$ cat config.mk
export PLATFORM = sky130hd
export DESIGN_NAME = fibonacci_next
export DESIGN_NICKNAME = d
export VERILOG_FILES = /design/src/rtl/fibonacci_next.sv
export SDC_FILE = /design/constraint.sdc
export NUM_CORES = 1
export LEC_CHECK = 0
export CAP_MARGIN = 20
export CELL_PAD_IN_SITES_DETAIL_PLACEMENT = 0
export CELL_PAD_IN_SITES_GLOBAL_PLACEMENT = 1
export CORE_ASPECT_RATIO = 0.75
export CORE_MARGIN = 2
export CORE_UTILIZATION = 41
export CTS_BUF_LIST = sky130_fd_sc_hd__clkbuf_4 sky130_fd_sc_hd__clkbuf_8
export DETAILED_ROUTE_END_ITERATION = 7
export GPL_TIMING_DRIVEN = 0
export PLACE_DENSITY_LB_ADDON = 0.1
export SETUP_SLACK_MARGIN = 0.02
export SYNTH_ARGS = -nofsm -noshare
export SYNTH_HDL_FRONTEND = slang
export SYNTH_SLANG_ARGS = --single-unit
$ cat constraint.sdc
create_clock -name clk -period 3.5 [get_ports clk]
set_input_delay 0.875 -clock clk [delete_from_list [all_inputs] [get_ports clk]]
set_output_delay 0.875 -clock clk [all_outputs]
set_load 0.01 [all_outputs]
$ cat src/rtl/fibonacci_next.sv
// fibonacci_next: last-two-terms pair and their sum
//   clk, reset (async active-low), clr (sync zero), ld (prev<=0, curr<=d), sh (prev<=curr, curr<=d)
//   nxt = prev + curr, nxt_ovf = carry of nxt, end_ovf = carry of curr + d (range end look-ahead)
module fibonacci_next #(
    parameter int WIDTH = 14
) (
    input  logic             clk,
    input  logic             reset,
    input  logic             clr,
    input  logic             ld,
    input  logic             sh,
    input  logic [WIDTH-1:0] d,
    output logic [WIDTH:0]   nxt,
    output logic             nxt_ovf,
    output logic             end_ovf
);
    logic [WIDTH-1:0] prev, curr;
    logic [WIDTH:0] ahead;
    always_ff @(posedge clk or negedge reset) begin
        if (!reset) begin
            prev <= '0;
            curr <= '0;
        end else if (clr) begin
            prev <= '0;
            curr <= '0;
        end else if (ld || sh) begin
            prev <= ld ? '0 : curr;
            curr <= d;
        end
    end
    always_comb begin
        nxt = {1'b0, prev} + {1'b0, curr};
        ahead = {1'b0, curr} + {1'b0, d};
        nxt_ovf = nxt[WIDTH];
        end_ovf = ahead[WIDTH];
    end
endmodule

==> results of run 1 <==
-- worst reg2reg max path, stage by stage (launching register included) --
cell and delay (ns):
dfrtp_2 0.45, buf_4 0.16, mux2i_1 0.13, nor2_1 0.06
-- sequential cells by signal, indices dropped and copies added (netlist names) --
register / flops
prev: 14
curr: 14
-- layer usage --
layer	global-route usage, %	vias to the layer above	share of wire, %
li1	-	847	-
met1	25.0	763	54
met2	25.7	39	42
met3	2.97	5	3.7
met4	2.38	0	0.56
met5	0	-	0
-- layout make-up --
class	count	area, um2
multi-input combinational	173	1300
fill	430	1990
inverter	1	3.75
clock buffer	3	41.3
timing repair buffer	44	422
sequential	28	702
buffer	8	41.3
tap	57	71.3
-- worst max-delay path by stage --
stage	startpoint	endpoint	slack [ns]	cells past startpoint
final	curr[0]$_DFFE_PN0P_	nxt[14]	0.04	10
after global routing	curr[0]$_DFFE_PN0P_	nxt[14]	-0.05	10
after CTS	d[1]	end_ovf	0.02	9
after detailed placement	d[1]	end_ovf	-0.36	9
after global placement	d[1]	end_ovf	-0.37	9
after floorplan	curr[0]$_DFFE_PN0P_	nxt[14]	0.35	9
-- repair_timing --
| action | CTS | global route |
|---|---|---|
| resized for setup | 25 | 11 |
| pin swaps | 12 | 7 |
| setup endpoints to repair | 11 | 6 |
| hold buffers | 0 | 0 |
| setup buffers | 7 | 2 |
-- per-stage QoR --
stage / power, uW / setup TNS, ns / setup slack, ns
2_1_floorplan: 457 / 0 / 0.352
3_5_place_dp: 547 / -0.860 / -0.362
4_1_cts: 729 / 0 / 0.0238
5_1_grt: 766 / -0.0688 / -0.0458
3_3_place_gp: 543 / -0.830 / -0.370
6_report: 721 / 0 / 0.0363
-- power groups by stage --
stage               registers [uW]  clock network (uW)  logic (uW)
finish                         356                 178         187
global route                   358                 198         209
CTS                            356                 186         188
detailed placement             362                   0         185
global placement               361                   0         182
floorplan                      355                   0         102
-- cells in the final DEF (no fill, tap or decap), types with 2 or more instances in the layout --
cell type,synthesis,final
o21bai_1,2,2
xnor2_1,8,8
nand2b_1,14,14
ha_1,27,23
o21ai_1,1,2
buf_6,0,2
nand2_1,19,19
a21o_1,7,7
dfrtp_1,28,27
dlygate4sd2_1,0,4
dlymetal6s2s_1,0,2
clkdlybuf4s50_1,0,24
xor2_1,3,3
ha_2,0,2
a21oi_2,0,2
a21oi_1,13,11
o21ai_2,2,3
o211ai_1,3,3
buf_2,3,5
clkbuf_8,0,3
buf_4,1,9
ha_4,0,2
o21ai_0,19,17
nand4_1,3,3
nor2_2,1,2
nor2_1,21,20
mux2i_1,14,14
a211oi_1,4,3
clkbuf_1,4,4
-- kinds of logic after synthesis --
| family | count (synthesis) |
|---|---|
| AND/OR/NAND/NOR | 62 |
| AO/OA/AOI/OAI | 58 |
| adder cells (fa/ha/maj) | 28 |
| flip-flops | 28 |
| multiplexers | 14 |
| XOR/XNOR | 11 |
| buffers and inverters | 9 |
==> run metrics, run 1 <==
run status=finished clean; Yosys top cell by area=dfrtp_1; DRT iter0 DRCs=84; worst path arrival time=2.59 ns; initial antenna violation count=0; main combinational cell family by area after synthesis=compound AO/OA/AOI/OAI gates; Sw Share=28.8%; Max-slew headroom=61.8%; dpl hpwl=3320 um; syn_area_per_cell=9.46 um2; Post-Synth Adder-Cell Area=18.0%; Clk pwr share=24.6%; Core ar.=4570 um2; RSZ-0062 raised after global routing=true; yosys warns=0; IO buf count=34; Final Wtd Congestion=0.779; Synth async-reset ratio=100%; final hold viol count=0; Overflow after GRT=0; Final Skew=0.00387 ns; Synth area leaders=dfrtp_1, ha_1, mux2i_1; full die area=5420 um2; post-layout util=56.4%; Hold Crit Class=flip-flop to flip-flop; Post-route DRC=0; Syn Nets=257; Die Y=64.3 um; clock sinks=28; period utilization=99.0%; Worst Path Buf+Inv=2; maximum fanout along the worst path=2; Least-Margin Pin Slew=0.571 ns; hold path start=prev[13]$_DFFE_PN0P_; FMAX=0.289 GHz; area of the mapped netlist=1990 um2; TritonCTS clock tree=yes; Int Pwr=514 uW; R2R cell count=3; EDFF count, synth=0; critical path, cell by cell=ha_4, fa_2, a211oi_2, nor2_2, o21ai_2, o21ai_2, a221o_1, a21o_1, buf_6, buf_6; register area share after synthesis=35.3%; Nets=306; CP peak stage delay=0.43 ns; P&R area growth vs syn=29.7%; Tmin final=3.46 ns; DR pass1 iterations=4; vias in the first global route=1,480; via/cell ratio=5.27; Power Density=280 nW/um2; kind of cell adding the most delay to the critical path=compound AO/OA/AOI/OAI gates; starting density of the core=43.5%; hold endpoint=prev[13]$_DFFE_PN0P_; Flop pwr share=49.4%; Cell Area, Placed=2430 um2; Critical Path End Type=primary output; Comb power frac=26.0%; area share of and/or/nand/nor cells after synthesis=14.5%; most common cell in the netlist=dfrtp_1; Post-Syn Instances=210; Reg-to-Reg Start=curr[1]$_DFFE_PN0P_; Final Max Slew Viols=0; peak supply drop=0.212 mV; WL/cell=14.1 um; Reg clk slew, reported paths=0.10 ns; xor-xnor portion of the synthesized cell area=4.85%; CTS Root Cell=clkbuf_8; gr usage total=16.7%; Rows=21; Leak=0.00128 uW; Synth top area share=35.3%; total CTS buffers=3; Die W=84.4 um; post-synthesis mux area share=7.05%; Synth top cells by count=dfrtp_1, ha_1, nor2_1, nand2_1, o21ai_0; Netlist cell types=34; largest net degree at the start of global routing=20; final instance area=2580 um2; NetSw=207 uW; clock latency on the worst-skew pair=0.27 ns; DR vias=1,654; Post-DRT Antenna Nets=0; ant diodes=0; Final Non-Filler Cells=314; Detailed Route WL=4440 um; Synth Area in Compound Gates=18.3%; slowest CP cell=dfrtp_1; H-tree levels=1; cell count after placement=302; Ports=36; fraction of layout cells with a size suffix above 1=14.8%; hold path cells=2; final setup vio count=0; r2r endpoint=prev[1]$_DFFE_PN0P_; WHS=0.537 ns; Critical Path Start Type=flip-flop; top_reg_cell synth=dfrtp_1; Max clock buf depth=2; #FFs+latches synth=28; CP Class=flip-flop to primary output; max-cap violation count=0; critical path required time=2.62 ns; Worst R2R Setup Slack=2.58 ns; global-route wire length before repair=7250 um
No activity file was read; power rests on OpenSTA's default activity.
==> inputs of run 2 (changes only) <==
--- a/config.mk
+++ b/config.mk
@@ -14,6 +14,7 @@
 export CTS_BUF_LIST = sky130_fd_sc_hd__clkbuf_4 sky130_fd_sc_hd__clkbuf_8
 export DETAILED_ROUTE_END_ITERATION = 7
 export GPL_TIMING_DRIVEN = 0
+export HOLD_SLACK_MARGIN = 0.15
 export PLACE_DENSITY_LB_ADDON = 0.1
 export SETUP_SLACK_MARGIN = 0.02
 export SYNTH_ARGS = -nofsm -noshare
==> results of run 2 <==
Same layout as run 1: the final DEF is identical, and so are final timing and power.
